## src/rtl/ov_cam_axis_bridge_pkg.sv

```systemverilog
// Shared types for the OV camera to AXI-Stream bridge: FSM encoding, pixel widths, defaults.
package ov_cam_axis_bridge_pkg;

  localparam int PIX_W        = 8;
  localparam int DATA_W       = 3 * PIX_W;
  localparam int COL_W        = 10;
  localparam int ROW_W        = 9;
  localparam int H_ACTIVE_DEF = 640;
  localparam int V_ACTIVE_DEF = 480;

  typedef enum logic [1:0] {
    WAIT_VSYNC = 2'd0,
    WAIT_FRAME = 2'd1,
    ACTIVE     = 2'd2,
    DROP       = 2'd3
  } cam_state_t;

  typedef struct packed {
    logic              tuser;
    logic              tlast;
    logic [DATA_W-1:0] data;
  } pix_entry_t;

  // Capture stage delivers {B,R,G}; the stream carries {R,G,B}.
  function automatic logic [DATA_W-1:0] brg_to_rgb(input logic [DATA_W-1:0] brg);
    return {brg[2*PIX_W-1:PIX_W], brg[PIX_W-1:0], brg[DATA_W-1:2*PIX_W]};
  endfunction

endpackage

```

## src/rtl/ov_axis_fifo.sv

```systemverilog
// Synchronous first-word-fall-through FIFO with a registered head word; a write into an
// empty FIFO is visible one edge later, and a full FIFO accepts a write alongside a read.
module ov_axis_fifo #(
  parameter int WIDTH = 26,
  parameter int DEPTH = 16
) (
  input  logic                     pclk,
  input  logic                     reset,
  input  logic                     wr_en,
  input  logic [WIDTH-1:0]         wr_data,
  input  logic                     rd_en,
  output logic [WIDTH-1:0]         rd_data,
  output logic                     full,
  output logic                     empty,
  output logic [$clog2(DEPTH):0]   count
);

  localparam int AW = $clog2(DEPTH);

  logic [WIDTH-1:0] mem [DEPTH];
  logic [AW-1:0]    wr_ptr, rd_ptr, rd_ptr_nxt;
  logic [AW:0]      count_q;
  logic             do_wr, do_rd;

  always_comb begin
    full       = (count_q == (AW+1)'(DEPTH));
    empty      = (count_q == '0);
    count      = count_q;
    do_rd      = rd_en && !empty;
    do_wr      = wr_en && (!full || do_rd);
    rd_ptr_nxt = rd_ptr + AW'(1);
  end

  always_ff @(posedge pclk) begin
    if (do_wr) mem[wr_ptr] <= wr_data;
  end

  // rd_data always mirrors mem[rd_ptr]; when full, the write lands in the slot being vacated.
  always_ff @(posedge pclk or posedge reset) begin
    if (reset) begin
      wr_ptr  <= '0;
      rd_ptr  <= '0;
      count_q <= '0;
      rd_data <= '0;
    end else begin
      if (do_wr) wr_ptr <= wr_ptr + AW'(1);
      if (do_rd) rd_ptr <= rd_ptr_nxt;
      case ({do_wr, do_rd})
        2'b10:   count_q <= count_q + (AW+1)'(1);
        2'b01:   count_q <= count_q - (AW+1)'(1);
        default: count_q <= count_q;
      endcase
      if (do_rd) begin
        if (count_q > (AW+1)'(1)) rd_data <= mem[rd_ptr_nxt];
        else if (do_wr)           rd_data <= wr_data;
      end else if (do_wr && empty) begin
        rd_data <= wr_data;
      end
    end
  end

endmodule

```

## src/rtl/ov_cam_axis_bridge.sv

```systemverilog
// Frames camera capture pixels into an AXI-Stream video stream (tuser = SOF, tlast = EOL),
// reordering {B,R,G} to {R,G,B}; overflow, short lines and surplus rows raise sticky frame_err.
module ov_cam_axis_bridge
  import ov_cam_axis_bridge_pkg::*;
#(
  parameter int H_ACTIVE   = H_ACTIVE_DEF,
  parameter int V_ACTIVE   = V_ACTIVE_DEF,
  parameter int FIFO_DEPTH = 16
) (
  input  logic              pclk,
  input  logic              reset,
  input  logic [DATA_W-1:0] pix_data,
  input  logic              pix_valid,
  input  logic              pix_hsync,
  input  logic              pix_vsync,
  output logic [DATA_W-1:0] m_axis_tdata,
  output logic              m_axis_tvalid,
  input  logic              m_axis_tready,
  output logic              m_axis_tuser,
  output logic              m_axis_tlast,
  output logic              frame_err
);

  localparam int ENTRY_W = $bits(pix_entry_t);

  cam_state_t                state;
  logic [COL_W-1:0]          col, line_col;
  logic [ROW_W-1:0]          row;
  logic                      sof_pending, vsync_d;
  logic                      fifo_full, fifo_empty, fifo_rd;
  logic [$clog2(FIFO_DEPTH):0] fifo_count;
  logic                      vs_rise, in_active, pix_in, at_eol, frame_over, can_wr;
  logic                      accept, overflow, late_pix, short_line, err_evt;
  pix_entry_t                wr_entry, rd_entry;

  always_comb begin
    fifo_rd    = m_axis_tvalid && m_axis_tready;
    vs_rise    = pix_vsync && !vsync_d;
    in_active  = (state == ACTIVE) && !pix_vsync;
    pix_in     = in_active && pix_valid;
    line_col   = pix_hsync ? '0 : col;
    at_eol     = (line_col == COL_W'(H_ACTIVE - 1));
    frame_over = (row == ROW_W'(V_ACTIVE));
    can_wr     = !fifo_full || fifo_rd;
    accept     = pix_in && !frame_over && can_wr;
    overflow   = pix_in && !frame_over && !can_wr;
    late_pix   = pix_in && frame_over;
    short_line = in_active && pix_hsync && (col != '0);
    err_evt    = overflow || late_pix || short_line;
    wr_entry   = '{tuser: sof_pending, tlast: at_eol, data: brg_to_rgb(pix_data)};
  end

  always_ff @(posedge pclk or posedge reset) begin
    if (reset) begin
      state       <= WAIT_VSYNC;
      col         <= '0;
      row         <= '0;
      sof_pending <= 1'b0;
      frame_err   <= 1'b0;
      vsync_d     <= 1'b0;
    end else begin
      vsync_d <= pix_vsync;
      // An error in the same cycle as vsync rising wins over the clear.
      if (err_evt)      frame_err <= 1'b1;
      else if (vs_rise) frame_err <= 1'b0;
      case (state)
        WAIT_VSYNC: if (pix_vsync) state <= WAIT_FRAME;
        WAIT_FRAME: if (!pix_vsync) begin
          state       <= ACTIVE;
          col         <= '0;
          row         <= '0;
          sof_pending <= 1'b1;
        end
        ACTIVE: begin
          if (pix_vsync) begin
            state <= WAIT_FRAME;
          end else begin
            if (overflow) state <= DROP;
            if (accept) begin
              sof_pending <= 1'b0;
              if (at_eol) begin
                col <= '0;
                row <= row + ROW_W'(1);
              end else begin
                col <= line_col + COL_W'(1);
              end
            end else if (pix_hsync) begin
              col <= '0;
            end
          end
        end
        DROP:    if (pix_vsync) state <= WAIT_FRAME;
        default: state <= WAIT_VSYNC;
      endcase
    end
  end

  ov_axis_fifo #(
    .WIDTH (ENTRY_W),
    .DEPTH (FIFO_DEPTH)
  ) u_fifo (
    .pclk    (pclk),
    .reset   (reset),
    .wr_en   (accept),
    .wr_data (wr_entry),
    .rd_en   (m_axis_tready),
    .rd_data (rd_entry),
    .full    (fifo_full),
    .empty   (fifo_empty),
    .count   (fifo_count)
  );

  always_comb begin
    m_axis_tvalid = !fifo_empty;
    m_axis_tdata  = rd_entry.data;
    m_axis_tuser  = rd_entry.tuser;
    m_axis_tlast  = rd_entry.tlast;
  end

endmodule

```

## config.mk

```make
export PLATFORM = sky130hd
export DESIGN_NAME = ov_cam_axis_bridge
export DESIGN_NICKNAME = d
export VERILOG_FILES = /design/src/rtl/ov_cam_axis_bridge_pkg.sv /design/src/rtl/ov_axis_fifo.sv /design/src/rtl/ov_cam_axis_bridge.sv
export SDC_FILE = /design/constraint.sdc
export NUM_CORES = 1
export LEC_CHECK = 0
export CORE_MARGIN = 4
export CORE_UTILIZATION = 60
export CTS_CLUSTER_DIAMETER = 120
export CTS_CLUSTER_SIZE = 8
export DETAILED_ROUTE_END_ITERATION = 16
export PLACE_DENSITY = 0.78
export SLEW_MARGIN = 20
export SYNTH_ARGS = -nofsm -noshare
export SYNTH_HDL_FRONTEND = slang
export SYNTH_HIERARCHICAL = 1
export SYNTH_SLANG_ARGS = --single-unit
```

## constraint.sdc

```tcl
create_clock -name pclk -period 5.66 [get_ports pclk]
set_input_delay 0.566 -clock pclk [delete_from_list [all_inputs] [get_ports pclk]]
set_output_delay 0.566 -clock pclk [all_outputs]
set_load 0.01 [all_outputs]
```

# After elaboration in Yosys (flattened, before gate mapping)
# Memories as Yosys holds them, arrays and structs flattened.
# Cells that the tools add are included.
dict set report op_classes {
  mux 29
  addsub 6
  reduce_logical 34
  order_cmp 1
  eq_ne 15
}
# cell n
set ops {}
lappend ops {{26-bit 2-to-1 mux} 4}
lappend ops {{10-bit 2-to-1 mux} 5}
lappend ops {{9-bit 2-to-1 mux} 4}
lappend ops {{10-bit one-hot mux with 2 select lines} 1}
lappend ops {{9-bit one-hot mux with 2 select lines} 1}
lappend ops {{1-bit logical AND} 12}
lappend ops {{10-bit by 1-bit adder with 10-bit output (second input constant)} 1}
lappend ops {{10-bit == test (second input constant)} 1}
lappend ops {{5-bit one-hot mux with 2 select lines} 1}
lappend ops {{10-bit nonzero test} 1}
lappend ops {{9-bit by 1-bit adder with 9-bit output (second input constant)} 1}
lappend ops {{9-bit == test (second input constant)} 1}
lappend ops {{4-bit by 1-bit adder with 4-bit output (second input constant)} 2}
lappend ops {{2-bit 2-to-1 mux} 4}
lappend ops {{2-bit nonzero test} 4}
lappend ops {{1-bit 2-to-1 mux} 7}
lappend ops {{2-bit == test (second input constant)} 3}
lappend ops {{1-bit zero test} 6}
lappend ops {{2-bit != test (second input constant)} 3}
lappend ops {{2-bit one-hot mux with 3 select lines} 1}
lappend ops {{3-bit AND reduction} 2}
lappend ops {{5-bit by 1-bit adder with 5-bit output (second input constant)} 1}
lappend ops {{5-bit == test (second input constant)} 1}
lappend ops {{5-bit by 1-bit greater-than comparator with 1-bit output (second input constant)} 1}
lappend ops {{other kinds (13)} 17}
dict set report totals {
  ramBits 416
  output_inout_bits 28
  inputBits 30
  reg_bits 63
  mem_count 1
}
# name words word_bits read_ports rd_ports_with_merged_regs write_ports line_no
set mem_list {}
lappend mem_list {u_fifo.mem 16 26 1 0 1 ov_axis_fifo.sv:20} ;# logic [WIDTH-1:0] mem [DEPTH];

# Longest topological paths before layout
dict set report logic_depth {
  word_depth 9
  depth_mapped 13
  mapped_depth_nobuf 12
}

# Modules after synthesis
# The synthesis kept the hierarchy.
# mod cells_per_inst seq_area_each_um2 n_inst area_each_um2
set modules_own_cells {}
lappend modules_own_cells {ov_axis_fifo 1147 13467.9 1 18390.1}
lappend modules_own_cells {ov_cam_axis_bridge 163 600.6 1 1491.4}

# Least setup slack after synthesis
# No wires, ideal clock.
dict set report synth_path {
  path_kind {flip-flop to flip-flop}
  start {register u_fifo.count_q[0] (netlist: u_fifo/count[0])}
  end {memory u_fifo.mem[3][0] (enable)}
  n_path_buf 0
  t_arrival_ns 4.386
  path_stages_with_launch 13
  slack_ns 0.832
  path_cell_list {dfrtp_1 -> inv_1 -> ha_1 -> or4b_4 -> inv_2 -> or2b_2 -> a21oi_2 -> nand2_1 -> inv_1 -> inv_1 -> a21oi_1 -> nand2_1 -> nor3_1}
}
dict set report synth_via {
  elab_chain_cells 8
  word_cells_on_any_way 10
  cone_classes {eq/ne (1); mux (2); reduce/logical (7)}
}
# element line_no
set synth_rtl {}
lappend synth_rtl {{from (decl)} ov_axis_fifo.sv:22} ;# logic [AW:0] count_q;
lappend synth_rtl {{from (signal assigned)} ov_axis_fifo.sv:49} ;# 2'b10: count_q <= count_q + (AW+1)'(1);
lappend synth_rtl {{from (signal assigned)} ov_axis_fifo.sv:50} ;# 2'b01: count_q <= count_q - (AW+1)'(1);
lappend synth_rtl {{from (signal assigned)} ov_axis_fifo.sv:51} ;# default: count_q <= count_q;
lappend synth_rtl {{5-bit zero test} ov_axis_fifo.sv:27} ;# empty = (count_q == '0);
lappend synth_rtl {{net fifo_empty} ov_cam_axis_bridge.sv:30} ;# logic fifo_full, fifo_empty, fifo_rd;
lappend synth_rtl {{1-bit zero test} ov_cam_axis_bridge.sv:114} ;# m_axis_tvalid = !fifo_empty;
lappend synth_rtl {{1-bit logical AND} ov_cam_axis_bridge.sv:37} ;# fifo_rd = m_axis_tvalid && m_axis_tready;
lappend synth_rtl {{1-bit logical OR} ov_cam_axis_bridge.sv:44} ;# can_wr = !fifo_full || fifo_rd;
lappend synth_rtl {{1-bit logical AND} ov_cam_axis_bridge.sv:45} ;# accept = pix_in && !frame_over && can_wr;
lappend synth_rtl {{net accept} ov_cam_axis_bridge.sv:33} ;# logic accept, overflow, late_pix, short_line, err_evt;
lappend synth_rtl {{1-bit logical AND} ov_axis_fifo.sv:30} ;# do_wr = wr_en && (!full || do_rd);
lappend synth_rtl {{1-bit 2-to-1 mux} ov_axis_fifo.sv:35} ;# if (do_wr) mem[wr_ptr] <= wr_data;
lappend synth_rtl {{1-bit 2-to-1 mux (implied by the code)} ov_axis_fifo.sv:35}
lappend synth_rtl {{to (decl)} ov_axis_fifo.sv:20}
# The timed path passes the listed nets, and every way through them passes these cells.

# Final worst setup path
dict set report layout_path {
  start {register u_fifo.count_q[0] (netlist: u_fifo/count[0])}
  end {memory u_fifo.mem[11][10] (enable)}
}
# The elaborated chain is that of the path after synthesis.

==> flow_summary.yaml <==
clocking:
  cts_setup_buffers: 0
  cts_tree: "built"
  cts_sinks: 479
  cts_hold_buffers: 0
  htreeDepth: 3
  path_clk_slew_ns: 0.05
  cts_resized: 0
  clk_path_buf_depth: 3
  cts_buffers: 69
  clockRootBuffer: "clkbuf_16"
  insertion_delay_ns: 0.57
setup_path:
  path_class: "register to register"
  required_ns: 5.83
  critPathLaunchType: "register"
  worst-path-max-fanout: 26
  crit_path_end_kind: "register"
  cpLargestDelayFamily: "simple AND/OR/NAND/NOR gates"
  max_stage_delay_ns: 0.90
  cp_cell_sequence: "inv_1 > ha_1 > or4b_4 > inv_2 > or2b_2 > a21oi_2 > nand2_1 > inv_1 > inv_1 > a21oi_1 > buf_4 > nand2_1 > nor2_4"
  crit_arrival_ns: 4.50
  crit_top_cell: "inv_1"
  cpMaxStageDelayCell: "nor2_4"
  timing.critical_path.buf_inv: 5
die:
  fp.dieW_um: 190
  die_y_um: 190
  start_util: 0.610
  num_rows: 66
  dieArea_mm2: 0.0361
  pin_count: 58
  core-area_mm2: 0.0326
synth:
  synth-seq-area-share: 0.708
  synth_edf_count: 416
  synth_common_cells: "edfxtp_1, mux2i_1, nand3_1"
  synth_area_leader_cell: "edfxtp_1"
  yosysWarnings: 6
  synth-seq-cells: 479
  synthDistinctLibCells: 62
  ys.flop_type: "edfxtp_1"
  netlist_top_cells_area: "edfxtp_1, mux2i_1, dfrtp_1, nand3_1, nand4_1"
  async_reset_ff_frac: 0.132
  synthMostInstantiatedCell: "edfxtp_1"
  synth_nets: 1355
  syn_area_mm2: 0.0199
  avgSynthCellArea_um2: 15.2
  synth_top_area_frac: 0.628
  syn-instance-count: 1310
timing:
  finalHoldViolations: 0
  fmax_mhz: 231
  finalCritPeriodShare: 0.764
  setup_tns_ns: 0
  slew-limit-headroom: 0.269
  post-route-min-period_ns: 4.32
  slew_violations: 0
  finClkSkew_ns: 0.0188
  whs_ns: 0.482
  setup_viol: 0
  rsz0062_at_grt: "no"
  fin_ws_ns: 1.34
  tightest_slew_ns: 1.09
placement:
  gp_congestion: 0.907
  dp_hpwl_mm: 27.0
  post-place-cells: 1743
  place_area_mm2: 0.0210
  io_buffers: 57
  post-place-ws_ns: 1.34
status:
  outcome: "finished, final reports clean"
final_layout:
  design_area_mm2: 0.0231
  nNetsFinal: 1417
  area_growth_pct: 16.1
  diodes: 0
  final_layout_size_suffix_gt1_frac: 0.0960
  final_core_util: 0.708
  final_cells: 1869
global_routing:
  antenna_found_initial: 0
  grt_usage: 0.272
  grt_pass1_wl_mm: 74.2
  met3_usage: 0.0521
  use_met2: 0.448
  first_global_vias: 12300
  overflow: 0
  grt_use_met1: 0.365
  grt.busiest_layer: "met2"
  grt_max_degree: 87
power:
  p_leak_nw: 8.38
  p_per_area_mw_per_mm2: 569
  peakVddDrop_mv: 0.548
  total_power_mw: 13.1
drt:
  initialDrtViolationCount: 1662
  vias: 12200
  antenna_left: 0
  drt_wl_total_mm: 48.9
  routed_via_density: 6.54
  wl_per_cell_um: 26.2
  first_pass_iters: 8
  drc_errors: 0
hold_path:
  hp-class: "register to register"
run:
  drv_cap: 0
-- worst paths after layout --
check / from / to / slack, ns / cells past startpoint
max: u_fifo/count[0] / u_fifo/mem[11][10] / 1.34 / 13
min in group asynchronous: reset / u_fifo/count[0] / 0.54 / 3
min reg2reg: vsync_d / frame_err / 0.48 / 2
max reg2reg: u_fifo/count[0] / u_fifo/mem[11][10] / 1.34 / 13
min: vsync_d / frame_err / 0.48 / 2
max in group asynchronous: reset / col[8] / 4.53 / 2
-- cell type report --
class	count	area, um2
clock inverters	6	97.6
inverters	22	83.8
repair buffers	80	831
clock buffers	120	1940
multi-input cells	720	5510
well taps	442	553
flip-flops and latches	479	14100
fillers	2071	9530
-- placed cells by master, fill, tap and decap left out, drive strengths merged, types with 3 or more instances in the layout --
master / Yosys / layout
edfxtp: 416 / 416
mux2i: 238 / 238
nand3: 215 / 215
clkbuf: 51 / 120
nand4: 63 / 63
dfrtp: 63 / 63
clkdlybuf4s50: 0 / 57
a222oi: 26 / 26
inv: 21 / 24
buf: 38 / 23
nand2: 22 / 22
o21ai: 22 / 22
nor2: 21 / 21
ha: 15 / 15
a21oi: 11 / 11
xnor2: 10 / 10
nor3: 7 / 7
o31ai: 6 / 6
o211ai: 5 / 5
nor2b: 5 / 5
or3: 5 / 5
nand2b: 4 / 4
a31oi: 4 / 4
clkinv: 1 / 4
or4: 3 / 3
nor4bb: 3 / 3
and2: 3 / 3
xor2: 3 / 3
-- power by group --
group,switching [mW],total (mW),internal (mW)
Clock,1.48,3.81,2.33
Sequential,0.181,4.25,4.07
Combinational,3.19,5.08,1.89
Total,4.85,13.1,8.29
-- kinds of logic (layout without fill, tap and decap cells) --
logic type	after synthesis	count (layout)	share of synthesized area
AOI/OAI and AO/OA	89	89	0.0342
and+or+nand+nor	364	364	0.0980
adders and majority gates	15	15	0.00944
DFF	479	479	0.708
muxes	239	239	0.120
xor gates and xnor gates	13	13	0.00573
buffers and inverters	111	228	0.0245
-- layer usage --
metal	up-vias	wire length (um)	share of wire
met5	-	0	0
met3	117	3890	0.080
met4	0	1790	0.037
li1	5283	-	-
met2	658	24300	0.50
met1	6160	18900	0.39
-- sequential cells by signal, indices dropped and copies added (netlist names) --
name            count
vsync_d             1
sof_pending         1
u_fifo/wr_ptr       4
u_fifo/count        5
frame_err           1
state               2
u_fifo/rd_ptr       4
u_fifo/mem        416
col                10
row                 9
u_fifo/rd_data     26
-- worst reg2reg max path, cell delays in order, from the launching register on --
cell	delay, ns
dfrtp_1	0.47
inv_1	0.11
ha_1	0.22
or4b_4	0.22
inv_2	0.07
or2b_2	0.36
a21oi_2	0.38
nand2_1	0.18
inv_1	0.28
inv_1	0.13
a21oi_1	0.16
buf_4	0.18
nand2_1	0.24
nor2_4	0.90
No activity file was read; power rests on OpenSTA's default activity.
